[src/rtl/tt_pkg.sv]
// Shared types and helpers for the truth-table sweep capture block.
package tt_pkg;

  typedef enum logic [2:0] {
    ST_IDLE   = 3'd0,
    ST_DRIVE  = 3'd1,
    ST_SETTLE = 3'd2,
    ST_SAMPLE = 3'd3,
    ST_HOLD   = 3'd4
  } tt_state_e;

  localparam int CNT_W = 4;

  function automatic int n_comb(input int n_in);
    return 32'sd1 << n_in;
  endfunction

  function automatic int slice_idx(input int f, input int i, input int n_c);
    return (f * n_c) + i;
  endfunction

endpackage

[src/rtl/tt_settle_cnt.sv]
// Loadable down-counter used to time the settle window after each drive.
module tt_settle_cnt
  import tt_pkg::*;
#(
  parameter int W = CNT_W
) (
  input  logic         clk,
  input  logic         rst_n,
  input  logic         load_i,
  input  logic [W-1:0] load_val_i,
  input  logic         dec_i,
  output logic         zero_o,
  output logic         last_o
);

  logic [W-1:0] cnt_q;

  // counter register: load wins over decrement, saturates at zero
  always_ff @(posedge clk or negedge rst_n) begin
    if (!rst_n) begin
      cnt_q <= {W{1'b0}};
    end else if (load_i) begin
      cnt_q <= load_val_i;
    end else if (dec_i && (cnt_q != {W{1'b0}})) begin
      cnt_q <= cnt_q - W'(1);
    end else begin
      cnt_q <= cnt_q;
    end
  end

  assign zero_o = (cnt_q == {W{1'b0}});
  assign last_o = (cnt_q == W'(1));

endmodule

[src/rtl/tt_sweep_capture.sv]
// Sweeps all input combinations of a combinational block and captures one minterm mask per output.
// Optional golden compare of the captured masks is enabled with `define TT_GOLDEN_CHECK_EN.
module tt_sweep_capture
  import tt_pkg::*;
#(
  parameter int N_IN       = 3,
  parameter int N_FN       = 5,
  parameter int SETTLE_CYC = 1
) (
  input  logic                           clk,
  input  logic                           rst_n,
  input  logic                           start,
  output logic                           busy,
  output logic [N_IN-1:0]                drv_vec,
  input  logic [N_FN-1:0]                fn_in,
  output logic                           res_valid,
  input  logic                           res_ready,
`ifdef TT_GOLDEN_CHECK_EN
  input  logic [N_FN*n_comb(N_IN)-1:0]   exp_mask,
  output logic [N_FN-1:0]                mismatch,
  output logic                           any_mismatch,
`endif
  output logic [N_FN*n_comb(N_IN)-1:0]   res_mask
);

  localparam int N_COMB = n_comb(N_IN);
  localparam int MASK_W = N_FN * N_COMB;
  localparam int BIT_W  = $clog2(MASK_W);
  localparam logic [N_IN:0] LAST_IDX = (N_IN+1)'(N_COMB - 1);
  localparam logic [N_IN:0] IDX_ONE  = (N_IN+1)'(1);
  localparam logic [CNT_W-1:0] SETTLE_LD = CNT_W'(SETTLE_CYC);
  localparam logic NO_SETTLE = (SETTLE_CYC == 0);

  tt_state_e         state_q, state_d;
  logic [N_IN:0]     idx_q, idx_d;
  logic [N_IN-1:0]   drv_q, drv_d;
  logic [MASK_W-1:0] mask_q, mask_d;
  logic              valid_q, valid_d;
  logic              busy_q, busy_d;
  logic              cnt_load_s, cnt_dec_s, cnt_zero_s, cnt_last_s;
  logic [BIT_W-1:0]  bit_s;
`ifdef TT_GOLDEN_CHECK_EN
  logic [N_FN-1:0]   mm_q, mm_d;
  logic              any_q, any_d;
`endif

  tt_settle_cnt #(.W(CNT_W)) u_settle_cnt (
    .clk        (clk),
    .rst_n      (rst_n),
    .load_i     (cnt_load_s),
    .load_val_i (SETTLE_LD),
    .dec_i      (cnt_dec_s),
    .zero_o     (cnt_zero_s),
    .last_o     (cnt_last_s)
  );

  // next-state and datapath updates for the sweep sequencer
  always_comb begin
    state_d    = state_q;
    idx_d      = idx_q;
    drv_d      = drv_q;
    mask_d     = mask_q;
    valid_d    = valid_q;
    busy_d     = busy_q;
    cnt_load_s = 1'b0;
    cnt_dec_s  = 1'b0;
    bit_s      = {BIT_W{1'b0}};
`ifdef TT_GOLDEN_CHECK_EN
    mm_d  = mm_q;
    any_d = any_q;
`endif
    case (state_q)
      ST_IDLE: begin
        if (start) begin
          state_d = ST_DRIVE;
          busy_d  = 1'b1;
          idx_d   = {(N_IN+1){1'b0}};
          mask_d  = {MASK_W{1'b0}};
        end else begin
          state_d = ST_IDLE;
        end
      end
      ST_DRIVE: begin
        drv_d      = idx_q[N_IN-1:0];
        cnt_load_s = 1'b1;
        if (NO_SETTLE) begin
          state_d = ST_SAMPLE;
        end else begin
          state_d = ST_SETTLE;
        end
      end
      ST_SETTLE: begin
        cnt_dec_s = 1'b1;
        // a zero count only appears if the load was skipped; never stall on it
        if (cnt_last_s || cnt_zero_s) begin
          state_d = ST_SAMPLE;
        end else begin
          state_d = ST_SETTLE;
        end
      end
      ST_SAMPLE: begin
        for (int f = 0; f < N_FN; f++) begin
          bit_s         = BIT_W'(slice_idx(f, int'(idx_q), N_COMB));
          mask_d[bit_s] = fn_in[f];
        end
        if (idx_q == LAST_IDX) begin
          state_d = ST_HOLD;
          valid_d = 1'b1;
`ifdef TT_GOLDEN_CHECK_EN
          for (int f = 0; f < N_FN; f++) begin
            mm_d[f] = (mask_d[f*N_COMB +: N_COMB] != exp_mask[f*N_COMB +: N_COMB]);
          end
          any_d = |mm_d;
`endif
        end else begin
          idx_d   = idx_q + IDX_ONE;
          state_d = ST_DRIVE;
        end
      end
      ST_HOLD: begin
        if (res_ready) begin
          state_d = ST_IDLE;
          valid_d = 1'b0;
          busy_d  = 1'b0;
`ifdef TT_GOLDEN_CHECK_EN
          mm_d  = {N_FN{1'b0}};
          any_d = 1'b0;
`endif
        end else begin
          state_d = ST_HOLD;
        end
      end
      default: begin
        state_d = ST_IDLE;
        idx_d   = {(N_IN+1){1'b0}};
        valid_d = 1'b0;
        busy_d  = 1'b0;
      end
    endcase
  end

  // state and output registers
  always_ff @(posedge clk or negedge rst_n) begin
    if (!rst_n) begin
      state_q <= ST_IDLE;
      idx_q   <= {(N_IN+1){1'b0}};
      drv_q   <= {N_IN{1'b0}};
      mask_q  <= {MASK_W{1'b0}};
      valid_q <= 1'b0;
      busy_q  <= 1'b0;
`ifdef TT_GOLDEN_CHECK_EN
      mm_q    <= {N_FN{1'b0}};
      any_q   <= 1'b0;
`endif
    end else begin
      state_q <= state_d;
      idx_q   <= idx_d;
      drv_q   <= drv_d;
      mask_q  <= mask_d;
      valid_q <= valid_d;
      busy_q  <= busy_d;
`ifdef TT_GOLDEN_CHECK_EN
      mm_q    <= mm_d;
      any_q   <= any_d;
`endif
    end
  end

  assign busy      = busy_q;
  assign drv_vec   = drv_q;
  assign res_valid = valid_q;
  assign res_mask  = mask_q;
`ifdef TT_GOLDEN_CHECK_EN
  assign mismatch     = mm_q;
  assign any_mismatch = any_q;
`endif

endmodule

[config.mk]
export PLATFORM = sky130hd
export DESIGN_NAME = tt_sweep_capture
export DESIGN_NICKNAME = d
export VERILOG_FILES = /design/src/rtl/tt_pkg.sv /design/src/rtl/tt_settle_cnt.sv /design/src/rtl/tt_sweep_capture.sv
export SDC_FILE = /design/constraint.sdc
export NUM_CORES = 1
export LEC_CHECK = 0
export CAP_MARGIN = 20
export CORE_MARGIN = 2
export CORE_UTILIZATION = 35
export CTS_CLUSTER_DIAMETER = 200
export DETAILED_ROUTE_END_ITERATION = 10
export SLEW_MARGIN = 20
export SYNTH_ARGS = -nofsm -noshare
export SYNTH_HDL_FRONTEND = slang
export SYNTH_SLANG_ARGS = --single-unit
export TNS_END_PERCENT = 20
[constraint.sdc]
create_clock -name clk -period 3.1 [get_ports clk]
set_input_delay 0.62 -clock clk [delete_from_list [all_inputs] [get_ports clk]]
set_output_delay 0.62 -clock clk [all_outputs]
set_load 0.01 [all_outputs]
==> summary.txt, run 1 <==
outcome = finished clean
final setup fails = 0
critical path's top delay family = simple AND/OR/NAND/NOR gates
Metal-1 WL = 3610 µm
htree depth = 2
number of global-route vias before repair = 2442
height of the die = 97.0 µm
CTS Root Cell = clkbuf_8
clock-pin transition on the worst setup and hold timing paths = 0.10 ns
EDFF count, synth = 0
slowest cell delay on critical path = 0.68 ns
final period utilization = 68.1%
number of buffers and inverters on the critical path = 0
most common cell in the netlist = dfrtp_1
die area = 9410 µm²
ys flop type = dfrtp_1
Cell Area, Synth = 3030 µm²
GPL Wtd Cong = 0.843
worst path arrival time = 2.36 ns
final max-slew violation count = 0
Worst Path Required = 3.34 ns
Hold Buf Count CTS = 0
cells after synthesis = 315
Worst Path Max Fanout = 32
TritonCTS Buffers = 5
Final HPWL DP = 5290 µm
Starting Density = 36.5%
Core Rows = 33
pin count of the biggest net entering global routing = 57
relative slew slack = 51.0%
core box area = 8300 µm²
cts repair resizes = 0
final hold violations = 0
CTS tree = yes
Register-to-Register Setup Slack = 0.99 ns
biggest area consumer among synthesized cells = dfrtp_1
gr ovfl total = 0
DR pass1 iterations = 4
share of cells above drive strength 1 = 7.24%
Post-synth top cells = 56 x dfrtp_1, 37 x nand2_1, 35 x o21ai_0, 20 x nor2_1, 14 x a21oi_1
Max rail drop VDD = 0.000452 V
wire length per cell = 16.5 µm
DR DRC count = 0
DR top layer = met4
Met3 Routed Length = 374 µm
Clock Latency Late Sink = 0.30 ns
clock period minus worst slack = 2.11 ns
Routed Antenna Nets = 0
Port Buffers = 53
Worst Setup End Kind = flop
min-delay worst type = input port to asynchronous set/reset pin
vias after detailed routing = 2568
crit path kind = flop to flop
IO Count = 54
vias per std cell = 5.53
drt total wl = 7630 µm
Avg Synthesized Cell Area = 9.61 µm²
Synth Warn # = 0
post-synthesis sequential area ratio = 46.3%
worst-path cell chain = nand3b_4 > nor2_1 > a221o_1
clock sink total = 56
Syn Nets = 333
CTS Buffer Depth = 2
setup repair bufs after CTS = 0
Filler Cells Inserted = 795
Layout Nets = 376
first-pass GRT wire length = 12800 µm
Reg2Reg Depth = 3
pwr dens = 850 nW/µm²
diode count = 0
flops & latches, synth = 56
RR Startpoint = state_q[0]
Reg2Reg Capture Point = res_mask[24]
met2 wire length = 3600 µm
top cells by area, synth = dfrtp_1 46%, o21ai_0 5.8%, nand2_1 4.6%, a22o_1 3.8%, ha_1 3.7%
Crit-path slowest cell = dfrtp_1
Die Wd = 97.0 µm
DR iter-0 viols = 130
synthesis-to-layout area growth = 22.8%
Final Hold Slack = 0.436 ns
nature of the critical path startpoint = flop
clk_skew = 0.00970 ns
RSZ-0062 raised after global routing = false
Synth async-reset ratio = 100%
setup TNS = 0 ns
Synth top area share = 46.3%
Distinct cells, synth = 53
Overall Global Routing Usage = 16.6%
initial antenna violation count = 0
Max Cap Viol = 0
fmax = 474 MHz
leakage power = 1.57 nW
Worst Max-Slew Pin Slew = 0.733 ns
layout by cell type, fill, tap and decap left out, types with 4 or more instances in the layout:
master / synthesis / layout
a221oi_1: 4 / 4
clkbuf_8: 0 / 5
a22o_1: 13 / 13
o21ai_1: 4 / 4
nand2b_1: 5 / 5
nor2_1: 20 / 20
o22ai_1: 5 / 5
nand3_1: 9 / 9
a221o_1: 4 / 4
clkdlybuf4s50_1: 0 / 52
nor2b_1: 9 / 9
o21ai_0: 35 / 35
dfrtp_1: 56 / 56
ha_1: 9 / 9
nand2_1: 37 / 37
xnor2_1: 4 / 4
inv_1: 8 / 8
a32oi_1: 5 / 5
buf_4: 1 / 4
a22oi_1: 8 / 8
a21oi_1: 14 / 14
worst max path at each step:
stage | depth (start not counted) | to | startpoint | slack [ns]
after floorplan | 7 | idx_q[3] | idx_q[2] | 1.25
after global placement | 5 | res_mask[12] | start | 0.88
after detailed placement | 5 | res_mask[11] | start | 0.85
after CTS | 3 | res_mask[26] | state_q[0] | 1.02
after global routing | 4 | res_mask[35] | state_q[0] | 0.77
final | 3 | res_mask[24] | state_q[0] | 0.99
layer usage:
metal / GRT usage [%] / vias to the layer above
li1: - / 1247
met1: 25.0 / 1239
met2: 25.0 / 78
met3: 2.89 / 4
met4: 3.47 / 0
met5: 0 / -
kinds of logic after synthesis:
kind of cell / Yosys count / synth area share (%)
compound gates: 109 / 24.6
xor+xnor: 4 / 1.16
mux: 5 / 1.78
fa+ha+maj: 9 / 3.72
buf+inv: 29 / 4.42
simple gates: 103 / 18.1
flops: 56 / 46.3
through the flow:
stage	instances	total power, mW	cell area (µm²)	util, %	worst slack, ns
final	464	3.16	3720	44.8	0.989
after global routing	464	3.41	3720	44.8	0.770
after CTS	464	3.20	3720	44.8	1.02
after detailed placement	456	2.71	3610	43.5	0.848
after global placement	456	2.68	3610	43.5	0.875
after floorplan	315	2.13	3030	-	1.25
sequential cells by signal, summed over array words and instances, names as in the netlist:
register            flops
res_valid               1
u_settle_cnt.cnt_q      4
state_q                 3
idx_q                   4
res_mask               40
drv_vec                 3
busy                    1
layout make-up:
class / count / area [µm²] / area share [%]
repair buffers: 57 / 556 / 14.9
clock inverters: 2 / 35.0 / 0.942
clock buffers: 6 / 72.6 / 1.95
well taps: 105 / 131 / 3.53
multi-input cells: 230 / 1490 / 40.1
flip-flops and latches: 56 / 1400 / 37.7
inverters: 8 / 30.0 / 0.808
where the power goes:
part | internal, mW | total (mW) | switching, mW
clock network | 0.240 | 0.468 | 0.228
registers | 0.929 | 1.17 | 0.245
logic | 0.669 | 1.52 | 0.848
total | 1.84 | 3.16 | 1.32
Note: power is estimated with default switching activity, not from simulation.
==> run 2, diff against run 1 <==
==> constraint.sdc (replaced) <==
create_clock -name clk -period 2.06 [get_ports clk]
set_input_delay 0.412 -clock clk [delete_from_list [all_inputs] [get_ports clk]]
set_output_delay 0.412 -clock clk [all_outputs]
set_load 0.01 [all_outputs]
==> run 2 against run 1 <==
  * First-iteration DRC count increased by 38%
  * Total power is 60% higher
  * Cell count is 4.1% higher
  * Worst hold slack worse by 0.36 ns
  * Fmax increased by 19%
  * Worst setup slack got worse by 0.71 ns
  * Core utilization increased by 2.1 points
  * Non-clock buffer count is 19 higher
  * Sequential cell count unchanged
  * Wire length is 5.1% higher
  * Sequential share of layout area fell by 1.7 points
  * Critical path depth rose by 4
  * Largest cell class unchanged
  * Largest power group unchanged
==> summary.txt, run 2 (same netlist as run 1, synthesis figures left out) <==
Filler Cells Inserted = 806 (+1.4%)
Inst Count DP = 475 (+4.2%)
slowest cell delay on critical path = 0.46 ns (-0.22 ns)
clock-pin transition on the worst setup and hold timing paths = 0.10 ns (about the same)
Total Power = 5.05 mW (+60%)
internal power = 2.96 mW (+61%)
worst path arrival time = 2.00 ns (-0.36 ns)
drt total wl = 8020 µm (+5.1%)
clock period minus worst slack = 1.78 ns (-0.332 ns)
gr ovfl total = 0 (unchanged)
nature of the critical path startpoint = flop
Worst Max-Slew Pin Slew = 0.537 ns (-0.195 ns)
Net Sw Power = 2.08 mW (+58%)
final setup fails = 0 (unchanged)
vias after detailed routing = 2606 (+1.5%)
most frequent CP cell = buf_4
wire length per cell = 16.6 µm (+0.95%)
RSZ-0062 raised after global routing = false
Max rail drop VDD = 0.000597 V (+32%)
Crit-path slowest cell = dfrtp_1
final hold violations = 0 (unchanged)
relative slew slack = 64.0% (+13 points)
worst-path cell chain = inv_1 > ha_1 > buf_4 > nor2b_1 > buf_4 > o21ai_2 > a22o_1
most frequent cells in the layout = 56 x dfrtp_1, 52 x clkdlybuf4s50_1, 37 x nand2_1
clk_skew = 0.00791 ns (-0.00178 ns)
Flop pwr share = 34.3% (-2.9 points)
diode count = 0 (unchanged)
DR pass1 iterations = 4 (unchanged)
Layout Nets = 395 (+5.1%)
Core Rows = 33 (unchanged)
height of the die = 97.0 µm (unchanged)
Port Buffers = 53 (unchanged)
cts repair resizes = 0 (unchanged)
Clock Latency Late Sink = 0.32 ns (+0.02 ns)
Starting Density = 36.5% (unchanged)
final max-slew violation count = 0 (unchanged)
htree depth = 2 (unchanged)
final period utilization = 86.4% (+18 points)
Register-to-Register Setup Slack = 0.28 ns (-0.71 ns)
Final Hold Slack = 0.0772 ns (-0.359 ns)
Worst Setup End Kind = flop
pin count of the biggest net entering global routing = 57 (unchanged)
setup repair bufs after CTS = 0 (unchanged)
outcome = finished clean
core box area = 8300 µm² (unchanged)
max FFs per register = 40 (unchanged)
Max Cap Viol = 0 (unchanged)
synthesis-to-layout area growth = 28.5%
final cell count without fillers = 483 (+4.1%)
number of global-route vias before repair = 2507 (+2.7%)
Worst Path Max Fanout = 7 (-78%)
DR iter-0 viols = 179 (+38%)
leakage power = 1.68 nW (+6.7%)
clock sink total = 56 (unchanged)
Hold Buf Count CTS = 0 (unchanged)
IO Count = 54 (unchanged)
TritonCTS Buffers = 5 (unchanged)
vias per std cell = 5.40 (-2.5%)
Clock Power Share = 14.5% (-0.3 points)
min-delay worst type = input port to asynchronous set/reset pin
Gate power share = 51.1% (+3.1 points)
first-pass GRT wire length = 13200 µm (+3.0%)
Worst Path Required = 2.28 ns (-1.06 ns)
die area = 9410 µm² (unchanged)
DR DRC count = 0 (unchanged)
GPL Wtd Cong = 0.905 (+7.4%)
setup TNS = 0 ns (unchanged)
Routed Antenna Nets = 0 (unchanged)
crit path kind = flop to flop
CTS Root Cell = clkbuf_8
pwr dens = 1300 nW/µm² (+53%)
Switching Share = 41.3% (-0.51 points)
most common cell after layout, fill and taps aside = dfrtp_1
CTS Buffer Depth = 2 (unchanged)
Die Wd = 97.0 µm (unchanged)
fmax = 562 MHz (+19%)
share of cells above drive strength 1 = 12.2% (+4.9 points)
Overall Global Routing Usage = 17.1% (+0.54 points)
initial antenna violation count = 0 (unchanged)
CTS tree = yes
Final HPWL DP = 5730 µm (+8.3%)
==> run 2: cell types whose count changed in the layout (fill, tap and decap cells not counted) <==
| cell | change |
|---|---|
| buf_4 | +17 |
| buf_12 | +2 |
| clkinvlp_4 | +1 |
| clkbuf_1 | -1 |
==> run 2: path summary, 6_finish.rpt <==
check / startpoint / end / cells past startpoint
max in group asynchronous: rst_n / res_mask[39] / 2
min: rst_n / res_mask[30] / 2
max reg2reg: idx_q[1] / res_mask[9] / 7
max: idx_q[1] / res_mask[9] / 7
min in group clk: res_mask[10] / res_mask[10] / 1
min reg2reg: res_mask[10] / res_mask[10] / 1
==> run 2: worst max-delay path: cells and delay by family (launching register included) <==
kind / cells / cell delay (ns)
AND/OR/NAND/NOR: 1 / 0.22
adder cells (fa/ha/maj): 1 / 0.27
flip-flops: 1 / 0.46
AO/OA/AOI/OAI: 2 / 0.30
buffers and inverters: 3 / 0.44
==> run 2: layout make-up <==
class / instances / area [µm²] / area share (%)
clock inverters: 3 / 42.5 / 1.09
inverters: 8 / 30.0 / 0.772
clock buffers: 5 / 68.8 / 1.77
flip-flops and latches: 56 / 1400 / 36.0
repair buffers: 76 / 723 / 18.6
well taps: 105 / 131 / 3.38
multi-input cells: 230 / 1490 / 38.4
==> run 2: power by group through the flow <==
stage	combinational [mW]	clock [mW]	sequential, mW
floorplan	1.49	0	1.72
global placement	2.54	0	1.75
detailed placement	2.58	0	1.75
CTS	2.59	0.753	1.73
global route	2.83	0.790	1.79
finish	2.58	0.733	1.73
==> run 2: metrics by stage <==
stage | utilization (%) | setup slack [ns] | area (µm²)
floorplan | - | 0.209 | 3030
global placement | 45.5 | 0.0589 | 3780
detailed placement | 45.5 | 0.0412 | 3780
CTS | 46.9 | 0.259 | 3890
global route | 46.9 | 0.163 | 3890
finish | 46.9 | 0.280 | 3890
==> run 2: routing by layer <==
layer	wire [µm]	track usage, %	vias to the layer above
li1	-	-	1277
met1	3920	25.4	1243
met4	70	4.23	0
met3	471	2.75	7
met5	0	0	-
met2	3560	26.1	79
